===== src/rtl/fp_mul_pipe.sv =====
// Three-stage pipelined IEEE-754 multiplier with RNE rounding, special values, saturation and flags.
// Optional macro FP_MUL_SUBNORM_EN enables gradual underflow and subnormal operands (default: flush to zero).

module fp_mul_pipe #(
    parameter int EXP_W = 8,
    parameter int MAN_W = 23
) (
    input  logic                 clk,
    input  logic                 rst_n,
    input  logic                 in_valid_i,
    output logic                 in_ready_o,
    input  logic [EXP_W+MAN_W:0] a_i,
    input  logic [EXP_W+MAN_W:0] b_i,
    output logic                 out_valid_o,
    input  logic                 out_ready_i,
    output logic [EXP_W+MAN_W:0] result_o,
    output logic [3:0]           flags_o
);
    localparam int W    = 1 + EXP_W + MAN_W;
    localparam int SIGW = MAN_W + 1;
    localparam int PW   = 2 * MAN_W + 2;
    localparam int SW   = EXP_W + 2;
    localparam int LZW  = $clog2(PW + 1);
    localparam int XW   = SW + LZW + 1;
    localparam int BIAS = (1 << (EXP_W - 1)) - 1;
    localparam int EMAX = (1 << EXP_W) - 1;
    localparam logic [W-1:0] QNAN = {1'b0, {EXP_W{1'b1}}, 1'b1, {(MAN_W-1){1'b0}}};

    logic             en;
    logic             init_q;

    // stage 1: unpack / classify
    logic             sa, sb;
    logic [EXP_W-1:0] ea, eb, ea_eff, eb_eff;
    logic [MAN_W-1:0] fa, fb;
    logic             a_ez, b_ez, a_eo, b_eo;
    logic             a_nan, b_nan, a_snan, b_snan, a_inf, b_inf, a_zero, b_zero;
    logic             s1_sign_d, s1_spec_d;
    logic [SW-1:0]    s1_exp_d;
    logic [SIGW-1:0]  s1_siga_d, s1_sigb_d;
    logic [W-1:0]     s1_sres_d;
    logic [3:0]       s1_sflg_d;

    logic             s1_v_q, s1_sign_q, s1_spec_q;
    logic [SW-1:0]    s1_exp_q;
    logic [SIGW-1:0]  s1_siga_q, s1_sigb_q;
    logic [W-1:0]     s1_sres_q;
    logic [3:0]       s1_sflg_q;

    // stage 2: significand product
    logic [PW-1:0]    s2_prod_d;
    logic             s2_v_q, s2_sign_q, s2_spec_q;
    logic [SW-1:0]    s2_exp_q;
    logic [PW-1:0]    s2_prod_q;
    logic [W-1:0]     s2_sres_q;
    logic [3:0]       s2_sflg_q;

    // stage 3: normalise / round / pack
    logic [LZW-1:0]   lz;
    logic [PW-1:0]    norm, rvec;
    logic [XW-1:0]    e_n, exp_f;
    logic [SIGW-1:0]  mant;
    logic [SIGW:0]    mant_r;
    logic [MAN_W-1:0] frac;
    logic             g, st, rup, ovf;
    logic [W-1:0]     res_d;
    logic [3:0]       flg_d;
`ifdef FP_MUL_SUBNORM_EN
    logic             tiny;
    logic [XW-1:0]    sh;
    logic [PW-1:0]    lost;
`endif

    logic             out_v_q;
    logic [W-1:0]     res_q;
    logic [3:0]       flg_q;

    assign en          = out_ready_i | ~out_v_q;
    assign in_ready_o  = en & init_q;
    assign out_valid_o = out_v_q;
    assign result_o    = res_q;
    assign flags_o     = flg_q;

    assign {sa, ea, fa} = a_i;
    assign {sb, eb, fb} = b_i;

    always_comb begin
        a_ez   = (ea == '0);
        b_ez   = (eb == '0);
        a_eo   = (ea == '1);
        b_eo   = (eb == '1);
        a_nan  = a_eo & (fa != '0);
        b_nan  = b_eo & (fb != '0);
        a_snan = a_nan & ~fa[MAN_W-1];
        b_snan = b_nan & ~fb[MAN_W-1];
        a_inf  = a_eo & (fa == '0);
        b_inf  = b_eo & (fb == '0);
`ifdef FP_MUL_SUBNORM_EN
        a_zero = a_ez & (fa == '0);
        b_zero = b_ez & (fb == '0);
`else
        a_zero = a_ez;
        b_zero = b_ez;
`endif
        // subnormals sit at exponent 1 with a clear hidden bit
        ea_eff    = a_ez ? EXP_W'(1) : ea;
        eb_eff    = b_ez ? EXP_W'(1) : eb;
        s1_sign_d = sa ^ sb;
        s1_exp_d  = SW'(ea_eff) + SW'(eb_eff) - SW'(BIAS);
        s1_siga_d = {~a_ez, fa};
        s1_sigb_d = {~b_ez, fb};

        s1_spec_d = 1'b0;
        s1_sres_d = '0;
        s1_sflg_d = 4'b0000;
        if (a_nan | b_nan) begin
            s1_spec_d = 1'b1;
            s1_sres_d = QNAN;
            s1_sflg_d = {a_snan | b_snan, 3'b000};
        end else if ((a_inf & b_zero) | (a_zero & b_inf)) begin
            s1_spec_d = 1'b1;
            s1_sres_d = QNAN;
            s1_sflg_d = 4'b1000;
        end else if (a_inf | b_inf) begin
            s1_spec_d = 1'b1;
            s1_sres_d = {s1_sign_d, {EXP_W{1'b1}}, {MAN_W{1'b0}}};
        end else if (a_zero | b_zero) begin
            s1_spec_d = 1'b1;
            s1_sres_d = {s1_sign_d, {(W-1){1'b0}}};
        end
    end

    assign s2_prod_d = PW'(s1_siga_q) * PW'(s1_sigb_q);

    always_comb begin
        lz = '0;
        for (int i = 0; i < PW; i++) begin
            if (s2_prod_q[i]) lz = LZW'(PW - 1 - i);
        end
        // leading one lands on bit PW-1; exponent accounts for the 2-bit integer field
        norm = s2_prod_q << lz;
        e_n  = {{(XW-SW){s2_exp_q[SW-1]}}, s2_exp_q} + XW'(1) - XW'(lz);
        rvec = norm;
`ifdef FP_MUL_SUBNORM_EN
        tiny = e_n[XW-1] | (e_n == '0);
        sh   = XW'(1) - e_n;
        lost = '0;
        if (tiny) begin
            if (sh >= XW'(PW)) begin
                rvec    = '0;
                rvec[0] = |norm;
            end else begin
                lost    = norm & ~({PW{1'b1}} << sh);
                rvec    = norm >> sh;
                rvec[0] = rvec[0] | (|lost);
            end
        end
`endif
        mant   = rvec[PW-1:MAN_W+1];
        g      = rvec[MAN_W];
        st     = |rvec[MAN_W-1:0];
        rup    = g & (st | mant[0]);
        mant_r = {1'b0, mant} + (SIGW+1)'(rup);
        frac   = mant_r[SIGW] ? mant_r[MAN_W:1] : mant_r[MAN_W-1:0];
`ifdef FP_MUL_SUBNORM_EN
        exp_f  = tiny ? XW'(mant_r[MAN_W]) : e_n + XW'(mant_r[SIGW]);
`else
        exp_f  = e_n + XW'(mant_r[SIGW]);
`endif
        ovf    = ~exp_f[XW-1] & (exp_f >= XW'(EMAX));

        res_d = {s2_sign_q, exp_f[EXP_W-1:0], frac};
        flg_d = {3'b000, g | st};
        if (s2_spec_q) begin
            res_d = s2_sres_q;
            flg_d = s2_sflg_q;
        end else if (ovf) begin
            res_d = {s2_sign_q, {EXP_W{1'b1}}, {MAN_W{1'b0}}};
            flg_d = 4'b0101;
`ifdef FP_MUL_SUBNORM_EN
        end else if (tiny) begin
            flg_d[1] = g | st;
`else
        end else if (exp_f[XW-1] | (exp_f == '0)) begin
            res_d = {s2_sign_q, {(W-1){1'b0}}};
            flg_d = {2'b00, 1'b1, g | st};
`endif
        end
    end

    always_ff @(posedge clk or negedge rst_n) begin
        if (!rst_n) begin
            init_q    <= 1'b0;
            s1_v_q    <= 1'b0;
            s1_sign_q <= 1'b0;
            s1_spec_q <= 1'b0;
            s1_exp_q  <= '0;
            s1_siga_q <= '0;
            s1_sigb_q <= '0;
            s1_sres_q <= '0;
            s1_sflg_q <= '0;
            s2_v_q    <= 1'b0;
            s2_sign_q <= 1'b0;
            s2_spec_q <= 1'b0;
            s2_exp_q  <= '0;
            s2_prod_q <= '0;
            s2_sres_q <= '0;
            s2_sflg_q <= '0;
            out_v_q   <= 1'b0;
            res_q     <= '0;
            flg_q     <= '0;
        end else begin
            init_q <= 1'b1;
            if (en) begin
                s1_v_q    <= in_valid_i & init_q;
                s1_sign_q <= s1_sign_d;
                s1_spec_q <= s1_spec_d;
                s1_exp_q  <= s1_exp_d;
                s1_siga_q <= s1_siga_d;
                s1_sigb_q <= s1_sigb_d;
                s1_sres_q <= s1_sres_d;
                s1_sflg_q <= s1_sflg_d;
                s2_v_q    <= s1_v_q;
                s2_sign_q <= s1_sign_q;
                s2_spec_q <= s1_spec_q;
                s2_exp_q  <= s1_exp_q;
                s2_prod_q <= s2_prod_d;
                s2_sres_q <= s1_sres_q;
                s2_sflg_q <= s1_sflg_q;
                out_v_q   <= s2_v_q;
                if (s2_v_q) begin
                    res_q <= res_d;
                    flg_q <= flg_d;
                end
            end
        end
    end

endmodule


===== config.mk =====
export PLATFORM = sky130hd
export DESIGN_NAME = fp_mul_pipe
export DESIGN_NICKNAME = d
export VERILOG_FILES = /design/src/rtl/fp_mul_pipe.sv
export SDC_FILE = /design/constraint.sdc
export NUM_CORES = 2
export LEC_CHECK = 0
export CAP_MARGIN = 15
export CORE_ASPECT_RATIO = 0.9
export CORE_MARGIN = 2
export CORE_UTILIZATION = 55
export DETAILED_ROUTE_END_ITERATION = 10
export GPL_ROUTABILITY_DRIVEN = 0
export PLACE_DENSITY = 0.73
export SLEW_MARGIN = 20
export SYNTH_ARGS = -nofsm -noshare
export SYNTH_HDL_FRONTEND = slang
export SYNTH_SLANG_ARGS = --single-unit
export TNS_END_PERCENT = 5

===== constraint.sdc =====
create_clock -name clk -period 10.35 [get_ports clk]
set_clock_uncertainty 0.15 [all_clocks]
set_input_delay 1.035 -clock clk [delete_from_list [all_inputs] [get_ports clk]]
set_output_delay 1.035 -clock clk [all_outputs]
set_load 0.02 [all_outputs]

---- After elaboration in Yosys (flattened, before gate mapping) ----
Cells that the tools add are included.
word-level totals
  register bits ........................... 232
  output and inout port bits .............. 38
operators by class
  add/subtract/negate cells ............... 6
  $mul .................................... 1
  $lt $le $gt $ge ......................... 1
  equality and inequality tests ........... 2
  shift-type cells ........................ 1
  muxes and demuxes ....................... 67
  bitwise operators ....................... 28
  reductions and logical operators ........ 9
operators by type and width
  operator                                                                 count
  6-bit 2-to-1 mux                                                         48
  32-bit 2-to-1 mux                                                        5
  31-bit 2-to-1 mux                                                        2
  24-bit by 24-bit multiplier with 48-bit output                           1
  48-bit by 6-bit left shift with 48-bit output                            1
  23-bit zero test                                                         2
  23-bit nonzero test                                                      2
  24-bit by 1-bit adder with 25-bit output                                 1
  23-bit 2-to-1 mux                                                        1
  23-bit OR reduction                                                      1
  17-bit by 8-bit >= comparator with 1-bit output (second input constant)  1
  17-bit zero test                                                         1
  8-bit == test (second input constant)                                    2
  8-bit zero test                                                          2
  8-bit 2-to-1 mux                                                         2
  12-bit by 2-bit adder with 13-bit output                                 1
  1-bit bitwise AND                                                        12
  4-bit 2-to-1 mux                                                         3
  11-bit by 7-bit subtractor with 12-bit output                            1
  10-bit by 2-bit adder with 11-bit output (second input constant)         1
  9-bit by 7-bit subtractor with 10-bit output (second input constant)     1
  8-bit by 8-bit adder with 9-bit output                                   1
  1-bit bitwise OR                                                         9
  1-bit NOT                                                                6
  5 further kinds                                                          8

---- Logic depth before layout (Yosys ltp) ----
  depth in word-level cells ............... 59
  mapped depth ............................ 39
  depth with buffers taken out ............ 33

---- Worst setup path before layout ----
No wires, ideal clock.
  path type ............................... register to register
  from .................................... reg s1_sigb_q[3]
  to ...................................... reg s2_prod_q[47]
  arrival ................................. 7676 ps
  data required time ...................... 10067 ps
  slack ................................... 2391 ps
  cell stages (with the launch flop) ...... 29
  path buffers ............................ 2
  path through ............................ dfrtp_1 clkbuf_1 clkbuf_1 nand2_1 fa_1 inv_1 fa_1 fa_1 inv_1 fa_1 fa_1 inv_1 fa_1 fa_1 ha_1 a21oi_1 inv_1 o21ai_0 a21oi_1 a2111oi_0 o211a_1 o21ai_0 o41ai_1 or3_1 a31oi_1 or4_1 a31oi_1 xnor2_1 o21ai_0
on the way
  cells in the longest elaborated chain, start to end .. 1
ends and longest elaborated chain
  element                                         RTL line  text
  from (decl)                                     46        logic [SIGW-1:0] s1_siga_q, s1_sigb_q;
  from (signal assigned)                          220       s1_sigb_q <= s1_sigb_d;
  24-bit by 24-bit multiplier with 48-bit output  133       assign s2_prod_d = PW'(s1_siga_q) * PW'(s1_sigb_q);
  to (signal assigned)                            227       s2_prod_q <= s2_prod_d;
  to (decl)                                       54        logic [PW-1:0] s2_prod_q;
Every way passes these cells.
A chain may end at the register's enable or synchronous reset.

---- Worst setup path after layout ----
  from .................................... reg s2_prod_q[26]
  to ...................................... reg res_q[2], in the netlist result_o[2]
on the way
  cells in the longest elaborated chain, start to end .. 33
  elaborated cells between the ends (all ways) .. 38
ends and longest elaborated chain
  element                                                                    RTL line  text
  parallel branches: the longest is 31 deep, another holds 6-bit 2-to-1 mux  n/a
  31-bit 2-to-1 mux (*)                                                      177       end else if (ovf) begin
  32-bit 2-to-1 mux (*)                                                      174       if (s2_spec_q) begin
  to (signal assigned)                                                       232       res_q <= res_d;
  to (decl)                                                                  75        logic [W-1:0] res_q;
Every way passes the cells marked *.

==> flow_metrics.py <==
metrics = {
    "synthesis": {
        "synth_seq_cells": 168,
        "synth-edff-count": 0,
        "async_flop_share": 1.00,
        "synth_fp_nets": 4427,
        "yosys_warnings": 0,
        "synth_area_um2": 31100,
        "synthCells": 3670,
        "synthFlopType": "dfrtp_1",
        "synth_seq_area_share": 0.135,
        "yosys.cell_types.count": 108,
        "avgSynthCellArea_um2": 8.48,
    },
    "final_layout": {
        "register_area_um2": 4200,
        "layout_commonest_cell": "nand2_1",
        "layout.nets": 4359,
        "mostFrequentLayoutCells": "nand2_1 (738), inv_1 (529), fa_1 (485)",
        "multi_input_area_um2": 23800,
        "drive_gt1_frac": 0.0490,
        "synthToLayoutAreaGrowth_pct": 6.30,
        "fillers": 4992,
    },
    "global_route": {
        "grt_usage": 0.317,
        "grt_max_degree": 109,
        "grt_antenna_before_repair": 2,
        "first_global_vias": 26100,
        "grt_overflow_total": 0,
        "grt_pass1_wl_um": 145000,
    },
    "cts": {
        "cts_made_buffers": 17,
        "postCtsSetupBuffers": 0,
        "h-tree-depth": 4,
        "clock-root-buffer": "clkbuf_16",
        "clock-sinks": 168,
        "clk_path_buf_depth": 2,
        "cts_tree": "built",
        "clkSlewWorstSetupHoldPaths_ns": 0.08,
        "clk_latency_ns": 0.49,
        "holdBufCountCts": 0,
        "cts_resized": 0,
    },
    "timing": {
        "min_period_ns": 9.18,
        "tightest_slew_ns": 1.26,
        "slew_headroom": 0.155,
        "slew_violations": 0,
        "tns_ns": 0,
        "hold_violations": 0,
        "setup_violations": 0,
        "fmax_mhz": 109,
        "rsz0062_at_grt": "false",
        "post-route-period-util": 0.887,
    },
    "detailed_routing": {
        "wl_per_cell_um": 20.5,
        "via_count": 26300,
        "first_iter_violations": 3180,
        "viasPerCell": 6.03,
        "drc_errors": 0,
        "drt_first_pass_iters": 6,
        "wl_um": 89500,
        "postRouteAntennaNets": 0,
    },
    "worst_setup_path": {
        "critPathMaxStageDelay_ns": 0.82,
        "critPathMaxFanout": 24,
        "crit_type": "reg -> reg",
        "arrival_ns": 9.40,
        "regToRegSetupSlack_ns": 1.17,
        "cp-start-kind": "register",
        "cp_common_cell": "a21oi_1",
        "r2r_start": "s2_prod_q[26]$_DFFE_PN0N_",
        "end_kind": "register",
        "startpoint": "s2_prod_q[26]$_DFFE_PN0N_",
        "required_ns": 10.57,
        "slowest_stage": "o21ai_2",
    },
    "floorplan": {
        "die_h_um": 230,
        "die_w_um": 255,
        "top_level_ports": 106,
        "core_um2": 55800,
        "start_util": 0.558,
        "row_count": 82,
        "die_area_um2": 58500,
    },
    "outcome": {
        "status": "finished clean",
    },
    "placement": {
        "portBuffers": 105,
        "hpwl_um": 69700,
    },
    "min_path": {
        "worstHoldPathType": "reg -> reg",
        "hold_start": "flags_o[3]$_DFFE_PN0P_",
    },
    "job": {
        "maxCapViolations": 0,
    },
}
==> per-layer routing <==
metal / vias up / wire length [µm] / GRT usage
met4: 2 / 3480 / 0.119
met2: 1479 / 39000 / 0.461
met3: 242 / 9440 / 0.0642
met5: - / 9 / 0
met1: 13000 / 37700 / 0.468
li1: 11700 / - / -
==> registers in the layout (all words and copies together) (netlist names), 3 cells and up <==
| signal | flops |
|---|---|
| s2_prod_q | 48 |
| result_o | 32 |
| s1_siga_q | 24 |
| s1_sigb_q | 24 |
| s1_exp_q | 10 |
| s2_exp_q | 10 |
| flags_o | 4 |
| s1_sres_q | 3 |
| s2_sres_q | 3 |
==> logic make-up after synthesis <==
| logic type | after synthesis | synth area share |
|---|---|---|
| buf+inv | 785 | 0.101 |
| flops | 168 | 0.135 |
| simple gates | 1324 | 0.200 |
| fa+ha+maj | 689 | 0.394 |
| xor+xnor | 70 | 0.0197 |
| mux | 58 | 0.0205 |
| compound gates | 575 | 0.130 |
| other cells | 1 | 0.000120 |
==> path summary, 6_finish.rpt <==
check                                       endpoint  cells after the start
hold reg to reg               flags_o[3]$_DFFE_PN0P_                      2
hold / removal                flags_o[3]$_DFFE_PN0P_                      2
setup / recovery             result_o[2]$_DFFE_PN0P_                     33
min in group asynchronous  s2_sres_q[30]$_DFFE_PN0N_                      1
max in group asynchronous   s2_prod_q[0]$_DFFE_PN0N_                      2
setup reg to reg             result_o[2]$_DFFE_PN0P_                     33
==> cell type report <==
class,count,area share
multi-input cells,2717,0.720
flip-flops and latches,168,0.127
inverters,534,0.0607
repair buffers,164,0.0453
well taps,756,0.0286
clock buffers,17,0.0129
clock inverters,15,0.00590
diodes,1,0.0000756
==> cell usage after synthesis (15+ instances only) <==
cell | number | share of area
a21oi_1 | 122 | 0.020
dfrtp_1 | 168 | 0.14
nor2_1 | 132 | 0.016
o211ai_1 | 42 | 0.010
xor2_1 | 38 | 0.011
a31oi_1 | 19 | 0.0038
o21a_1 | 24 | 0.0058
fa_1 | 485 | 0.31
a21o_1 | 26 | 0.0063
o31ai_1 | 16 | 0.0039
o21ai_0 | 119 | 0.019
inv_1 | 529 | 0.064
clkbuf_1 | 170 | 0.020
xnor2_1 | 32 | 0.0090
nand4_1 | 23 | 0.0046
nor3_1 | 44 | 0.0071
nand2_1 | 738 | 0.089
nand2b_1 | 15 | 0.0030
a211oi_1 | 19 | 0.0046
nor4_1 | 28 | 0.0056
nand3_1 | 43 | 0.0069
ha_1 | 204 | 0.082
mux2i_1 | 42 | 0.014
buf_2 | 50 | 0.0080
and2_1 | 218 | 0.044
==> per-stage QoR <==
stage / util / hold WS (ns) / instances / setup slack (ns) / instance area, µm²
3_5_place_dp: 0.582 / 0.305 / 4339 / 1.42 / 32500
6_report: 0.593 / 0.321 / 4372 / 1.17 / 33100
3_3_place_gp: 0.582 / 0.301 / 4339 / 1.47 / 32500
5_1_grt: 0.593 / 0.339 / 4371 / 0.438 / 33100
4_1_cts: 0.593 / 0.324 / 4371 / 1.41 / 33100
2_1_floorplan: - / 0.288 / 3670 / 2.39 / 31100
==> worst max-delay path, delay by kind of cell (launching register included) <==
family | cells | cell delay (ns)
buffers and inverters | 3 | 0.64
multiplexers | 1 | 0.22
flip-flops | 1 | 0.52
adder cells (fa/ha/maj) | 4 | 1.09
AO/OA/AOI/OAI | 9 | 2.56
AND/OR/NAND/NOR | 16 | 3.88
Power is left out: the tool's default activity adds up to more than one toggle a clock period on the data nets, which glitch-free logic cannot reach.
